### src/rtl/regfile_wb_arbiter.sv
// Writeback arbiter for a single-write-port register file: round-robin grant
// among NUM_REQ sources, registered write port, and a per-register busy scoreboard.
module regfile_wb_arbiter #(
    parameter int NUM_REQ = 3,
    parameter int XLEN    = 64,
    parameter int AW      = 5
) (
    input  logic                      clock,
    input  logic                      reset,
    input  logic [NUM_REQ-1:0]        req_valid,
    input  logic [NUM_REQ*AW-1:0]     req_addr,
    input  logic [NUM_REQ*XLEN-1:0]   req_data,
    output logic [NUM_REQ-1:0]        req_ready,
    output logic                      wen,
    output logic [AW-1:0]             wAddr,
    output logic [XLEN-1:0]           wData,
    input  logic                      alloc_valid,
    input  logic [AW-1:0]             alloc_addr,
    input  logic [AW-1:0]             rs1Addr,
    input  logic [AW-1:0]             rs2Addr,
    output logic                      rs1_busy,
    output logic                      rs2_busy,
    input  logic                      flush,
    output logic [(1<<AW)-1:0]        busy_vec
);

    localparam int NREG = 1 << AW;
    localparam int PW   = (NUM_REQ > 1) ? $clog2(NUM_REQ) : 1;

    logic [PW-1:0]   ptr_q, ptr_d;
    logic [NUM_REQ-1:0] grant;
    logic [PW-1:0]   gidx;
    logic            xfer;
    logic [AW-1:0]   addr_arr [NUM_REQ];
    logic [XLEN-1:0] data_arr [NUM_REQ];

    logic            wen_q, wen_d;
    logic [AW-1:0]   waddr_q, waddr_d;
    logic [XLEN-1:0] wdata_q, wdata_d;
    logic [NREG-1:0] busy_q, busy_d;

    genvar gi;
    generate
        for (gi = 0; gi < NUM_REQ; gi++) begin : g_unpack
            assign addr_arr[gi] = req_addr[gi*AW +: AW];
            assign data_arr[gi] = req_data[gi*XLEN +: XLEN];
        end
    endgenerate

    // Priority search starting at the pointer, wrapping modulo NUM_REQ.
    always_comb begin
        int            sum;
        logic [PW-1:0] idx;
        grant = '0;
        gidx  = '0;
        xfer  = 1'b0;
        sum   = 0;
        idx   = '0;
        for (int k = 0; k < NUM_REQ; k++) begin
            sum = int'(ptr_q) + k;
            if (sum >= NUM_REQ) begin
                sum = sum - NUM_REQ;
            end
            idx = PW'(sum);
            if (!xfer && req_valid[idx]) begin
                grant[idx] = 1'b1;
                gidx       = idx;
                xfer       = 1'b1;
            end
        end
    end

    assign req_ready = reset ? grant : '0;

    always_comb begin
        ptr_d = ptr_q;
        if (xfer) begin
            ptr_d = (gidx == PW'(NUM_REQ - 1)) ? '0 : gidx + PW'(1);
        end
    end

    // Writes to x0 are granted but swallowed; wAddr/wData hold on idle cycles.
    always_comb begin
        wen_d   = xfer && (addr_arr[gidx] != '0);
        waddr_d = waddr_q;
        wdata_d = wdata_q;
        if (wen_d) begin
            waddr_d = addr_arr[gidx];
            wdata_d = data_arr[gidx];
        end
    end

    // Clear on retiring write, then set (newer producer wins), then flush overrides all.
    always_comb begin
        busy_d = busy_q;
        if (wen_q) begin
            busy_d[waddr_q] = 1'b0;
        end
        if (alloc_valid && (alloc_addr != '0)) begin
            busy_d[alloc_addr] = 1'b1;
        end
        if (flush) begin
            busy_d = '0;
        end
        busy_d[0] = 1'b0;
    end

    always_ff @(posedge clock or negedge reset) begin
        if (!reset) begin
            ptr_q   <= '0;
            wen_q   <= 1'b0;
            waddr_q <= '0;
            wdata_q <= '0;
            busy_q  <= '0;
        end else begin
            ptr_q   <= ptr_d;
            wen_q   <= wen_d;
            waddr_q <= waddr_d;
            wdata_q <= wdata_d;
            busy_q  <= busy_d;
        end
    end

    assign wen      = wen_q;
    assign wAddr    = waddr_q;
    assign wData    = wdata_q;
    assign busy_vec = busy_q;
    assign rs1_busy = (rs1Addr != '0) && busy_q[rs1Addr];
    assign rs2_busy = (rs2Addr != '0) && busy_q[rs2Addr];

endmodule

### config.mk
export PLATFORM = sky130hd
export DESIGN_NAME = regfile_wb_arbiter
export DESIGN_NICKNAME = d
export VERILOG_FILES = /design/src/rtl/regfile_wb_arbiter.sv
export SDC_FILE = /design/constraint.sdc
export NUM_CORES = 1
export LEC_CHECK = 0
export CAP_MARGIN = 30
export CORE_MARGIN = 2
export CORE_UTILIZATION = 40
export DETAILED_ROUTE_END_ITERATION = 10
export PLACE_DENSITY = 0.77
export SLEW_MARGIN = 10
export SYNTH_ARGS = -nofsm -noshare
export SYNTH_HDL_FRONTEND = slang
export SYNTH_SLANG_ARGS = --single-unit
### constraint.sdc
create_clock -name clock -period 4.35 [get_ports clock]
set_input_delay 0.87 -clock clock [delete_from_list [all_inputs] [get_ports clock]]
set_output_delay 0.87 -clock clock [all_outputs]
set_load 0.05 [all_outputs]
==> impl_results.html <==
<table>
<tr><th>Metric</th><th>Value</th></tr>
<tr><th colspan="2">Outcome</th></tr>
<tr><td>Result of the run</td><td>completed</td></tr>
<tr><th colspan="2">Yosys</th></tr>
<tr><td>Syn nets</td><td>866</td></tr>
<tr><td>Share of synthesized area occupied by flip-flops and latches</td><td>40.5%</td></tr>
<tr><td>Warnings, synthesis</td><td>0</td></tr>
<tr><td>Area share of the largest cell type after synthesis</td><td>40.5%</td></tr>
<tr><td>Number of library cell types mapped by synthesis</td><td>45</td></tr>
<tr><td>Average footprint of a synthesized cell</td><td>10.0 sq um</td></tr>
<tr><td>Top_reg_cell synth</td><td>sky130_fd_sc_hd__dfrtp_1</td></tr>
<tr><td>Cell area after synthesis</td><td>6360 sq um</td></tr>
<tr><td>Top cells by area, synth</td><td>sky130_fd_sc_hd__dfrtp_1 (41%), sky130_fd_sc_hd__mux2i_1 (11%), sky130_fd_sc_hd__mux2_1 (11%)</td></tr>
<tr><td>Proportion of register bits with asynchronous set or reset after synthesis</td><td>100%</td></tr>
<tr><td>Number of synthesized flops with an enable pin</td><td>0</td></tr>
<tr><td>Most area-hungry cell type in the Yosys netlist</td><td>sky130_fd_sc_hd__dfrtp_1</td></tr>
<tr><td>Count of state elements after synthesis</td><td>103</td></tr>
<tr><td>Cells after Synth</td><td>633</td></tr>
<tr><th colspan="2">Clock tree</th></tr>
<tr><td>Insertion delay to the later sink of the worst-skew pair</td><td>350 ps</td></tr>
<tr><td>TritonCTS Sinks</td><td>103</td></tr>
<tr><td>Number of levels in the clock H-tree</td><td>3</td></tr>
<tr><td>Post-cts resize count</td><td>0</td></tr>
<tr><td>Cts hold-fix bufs</td><td>0</td></tr>
<tr><td>Number of buffers created by CTS</td><td>9</td></tr>
<tr><td>Clock Root Buffer</td><td>sky130_fd_sc_hd__clkbuf_16</td></tr>
<tr><td>Clock transition time at the flip-flop clock pins of the worst setup and hold paths</td><td>70 ps</td></tr>
<tr><td>Clock tree from TritonCTS</td><td>yes</td></tr>
<tr><td>Setup Fix Bufs, Post-CTS</td><td>0</td></tr>
<tr><td>Longest Clk Path Bufs</td><td>2</td></tr>
<tr><th colspan="2">Finish</th></tr>
<tr><td>Filler-free cell count of the finished design</td><td>1,165</td></tr>
<tr><td>Proportion of layout cells with a drive suffix above 1</td><td>7.38%</td></tr>
<tr><td>Number of filler instances in the final layout</td><td>1,321</td></tr>
<tr><td>Synthesis-to-layout area growth</td><td>60.5%</td></tr>
<tr><td>Final #Nets</td><td>1,178</td></tr>
<tr><td>N_diodes</td><td>0</td></tr>
<tr><th colspan="2">Placement</th></tr>
<tr><td>Count of buffers from port buffering</td><td>334</td></tr>
<tr><td>Post-DP HPWL</td><td>17.9 mm</td></tr>
<tr><td>Placer congestion estimate</td><td>0.928</td></tr>
<tr><td>Number of instances in the placed design</td><td>1,149</td></tr>
<tr><th colspan="2">Detailed routing</th></tr>
<tr><td>Number of vias per cell after detailed routing</td><td>5.35</td></tr>
<tr><td>Remaining design rule violation count</td><td>0</td></tr>
<tr><td>Wire length per cell after detailed routing</td><td>19.5 microns</td></tr>
<tr><td>Count of antenna-violating nets left after detailed routing</td><td>0</td></tr>
<tr><td>Drt total wl</td><td>22.7 mm</td></tr>
<tr><td>1st-pass router iterations</td><td>8</td></tr>
<tr><td>Iter 0 DRT Violations</td><td>546</td></tr>
<tr><td>Total number of vias</td><td>6,231</td></tr>
<tr><th colspan="2">Timing</th></tr>
<tr><td>Worst-case hold slack</td><td>319 ps</td></tr>
<tr><td>Min Tclk post-route</td><td>4080 ps</td></tr>
<tr><td>Worst-margin pin slew</td><td>939 ps</td></tr>
<tr><td>Final slew viol count</td><td>0</td></tr>
<tr><td>Period utilization</td><td>93.9%</td></tr>
<tr><td>Max-slew headroom</td><td>37.4%</td></tr>
<tr><td>Setup violations, final</td><td>0</td></tr>
<tr><td>Clock Skews</td><td>4.13 ps</td></tr>
<tr><td>Setup total negative slack</td><td>0 ps</td></tr>
<tr><td>Final number of hold-violating endpoints</td><td>0</td></tr>
<tr><td>Unrepaired setup endpoints after global routing</td><td>false</td></tr>
<tr><td>Fmax</td><td>245 MHz</td></tr>
<tr><th colspan="2">Setup path</th></tr>
<tr><td>Kind of start point of the critical path</td><td>primary input</td></tr>
<tr><td>Logic depth of the worst register-to-register path</td><td>10</td></tr>
<tr><td>Critical path fanouts, max</td><td>9</td></tr>
<tr><td>Worst Path Required</td><td>3480 ps</td></tr>
<tr><td>Arrival time at the worst endpoint</td><td>3210 ps</td></tr>
<tr><td>Worst Setup End Kind</td><td>output port</td></tr>
<tr><td>Kind of critical path</td><td>primary input to output port</td></tr>
<tr><th colspan="2">Power</th></tr>
<tr><td>Maximum resistive drop on vdd</td><td>0.000576 V</td></tr>
<tr><td>Part of the total power dissipated in sequential elements</td><td>20.3%</td></tr>
<tr><td>Pwr dens</td><td>774 nW/um^2</td></tr>
<tr><td>Power Internal</td><td>4.05 mW</td></tr>
<tr><td>Clk pwr share</td><td>10.6%</td></tr>
<tr><td>Combinational Power Share</td><td>69.1%</td></tr>
<tr><td>Net switching power</td><td>3.85 mW</td></tr>
<tr><td>Static Leakage</td><td>4.14 nW</td></tr>
<tr><td>Share of total power consumed by net switching</td><td>48.7%</td></tr>
<tr><th colspan="2">Global route</th></tr>
<tr><td>Total global routing overflow</td><td>0</td></tr>
<tr><td>First-pass GRT wire length</td><td>33.8 mm</td></tr>
<tr><td>Pin count of the biggest net entering global routing</td><td>84</td></tr>
<tr><td>Via count of the first global-routing pass</td><td>6,055</td></tr>
<tr><td>Global-route total usage across every layer</td><td>26.5%</td></tr>
<tr><td>Initial antenna violation count</td><td>1</td></tr>
<tr><th colspan="2">Floorplan</th></tr>
<tr><td>Area inside the core boundary</td><td>15,700 sq um</td></tr>
<tr><td>Initial cell density of the core</td><td>40.5%</td></tr>
<tr><td>Row cnt</td><td>46</td></tr>
<tr><td>Area enclosed by the die boundary</td><td>16,900 sq um</td></tr>
<tr><td>Num ports</td><td>336</td></tr>
<tr><td>Die height</td><td>130 microns</td></tr>
<tr><td>Die Width</td><td>130 microns</td></tr>
<tr><th colspan="2">Run</th></tr>
<tr><td>Max Cap Viol</td><td>0</td></tr>
<tr><th colspan="2">Hold path</th></tr>
<tr><td>Hold WC Path Type</td><td>primary input to async pin</td></tr>
</table>
==> state kept, by name, summed over array words and instances, names as in the netlist <==
register and flops:
ptr_q 2, busy_vec 31, wAddr 5, wen 1, wData 64
==> metrics by stage <==
step	area [sq um]	util (%)	setup WS (ps)	total power, mW
finish	10200	64.9	265	7.90
floorplan	6360	-	814	5.43
CTS	10200	64.9	236	7.95
global route	10200	64.9	148	8.38
detailed placement	9900	63.0	240	7.09
global placement	9890	62.9	286	7.01
==> synth_stat cells, types with 2 or more instances <==
master and count:
sky130_fd_sc_hd__mux4_2 18, sky130_fd_sc_hd__nor2_1 14, sky130_fd_sc_hd__a22o_1 2, sky130_fd_sc_hd__and3_1 2, sky130_fd_sc_hd__ha_1 4, sky130_fd_sc_hd__buf_2 9
sky130_fd_sc_hd__nor3b_1 4, sky130_fd_sc_hd__a21oi_1 33, sky130_fd_sc_hd__or3b_2 2, sky130_fd_sc_hd__o2bb2ai_1 3, sky130_fd_sc_hd__o22ai_1 3, sky130_fd_sc_hd__buf_6 3
sky130_fd_sc_hd__nand3b_1 7, sky130_fd_sc_hd__buf_4 3, sky130_fd_sc_hd__mux2_1 60, sky130_fd_sc_hd__mux2_4 5, sky130_fd_sc_hd__o21ai_0 101, sky130_fd_sc_hd__buf_1 9
sky130_fd_sc_hd__dfrtp_1 103, sky130_fd_sc_hd__o211a_1 3, sky130_fd_sc_hd__and3b_1 3, sky130_fd_sc_hd__o21a_1 2, sky130_fd_sc_hd__nand3_1 3, sky130_fd_sc_hd__mux2i_1 70
sky130_fd_sc_hd__clkbuf_1 23, sky130_fd_sc_hd__inv_1 8, sky130_fd_sc_hd__o21ai_1 2, sky130_fd_sc_hd__nand2_1 110, sky130_fd_sc_hd__mux2_2 8
==> power by group through the flow <==
stage,Clock [mW],Combinational (mW),Sequential [mW]
detailed placement,0,5.48,1.61
finish,0.834,5.46,1.61
global placement,0,5.41,1.61
global route,0.882,5.84,1.65
CTS,0.849,5.49,1.60
floorplan,0,2.69,2.73
==> cell families (layout without fill, tap and decap cells) <==
group	Yosys count	in the layout	share of synthesized area, %
other	1	1	0.0590
multiplexers	162	162	30.8
AND/OR/NAND/NOR	151	151	10.3
AO/OA/AOI/OAI	157	157	13.5
buffers and inverters	55	371	3.95
adder cells (fa/ha/maj)	4	4	0.787
flip-flops	103	103	40.5
==> cells in the final DEF, fill, tap and decap left out, drive strengths merged, types with 2 or more instances in the layout <==
master	instances
ha	4
buf	17
clkinv	3
mux2	73
inv	8
o21ai	103
and3	2
o211a	3
or3b	2
a22o	2
nand3	3
clkdlybuf4s50	331
and3b	3
mux4	18
nand3b	7
nor3b	4
o21a	2
o22ai	4
o2bb2ai	3
dfrtp	103
nand2	110
mux2i	71
nor2	14
clkbuf	11
a21oi	33
==> routing by layer <==
layer  routed length [microns]  share of wire (%)  vias up  track usage, %
li1                          -                  -     2890               -
met1                      8370                 37     3013            30.9
met2                     11700                 52      293            46.4
met3                      2070                9.1       35            8.77
met4                       524                2.3        0            7.65
met5                         0                  0        -               0
==> critical path, cell delays in order <==
cell                              delay, ps
sky130_fd_sc_hd__clkdlybuf4s50_1        810
sky130_fd_sc_hd__mux4_2                 570
sky130_fd_sc_hd__mux4_2                 490
sky130_fd_sc_hd__mux2_2                 280
sky130_fd_sc_hd__buf_4                  190
==> worst paths after layout <==
check,startpoint,endpoint,slack (ps)
worst max-delay path,rs2Addr[0],rs2_busy,270
worst min-delay path,reset,wData[6],320
worst max register to register,ptr_q[1],wData[41],730
worst min register to register,wData[23],wData[23],490
max in group asynchronous,reset,wData[31],2520
min in group clock,wData[23],wData[23],490
==> final cells by class <==
type / count / area [sq um] / share of cell area (%)
Timing Repair Buffer: 348 / 3470 / 34.0
Sequential cell: 103 / 2580 / 25.3
Clock buffer: 11 / 253 / 2.48
Inverter: 8 / 30.0 / 0.294
Multi-Input combinational cell: 475 / 3560 / 34.9
Tap cell: 216 / 270 / 2.65
Clock inverter: 4 / 45.0 / 0.441
Power figures use the tool's default switching activity.
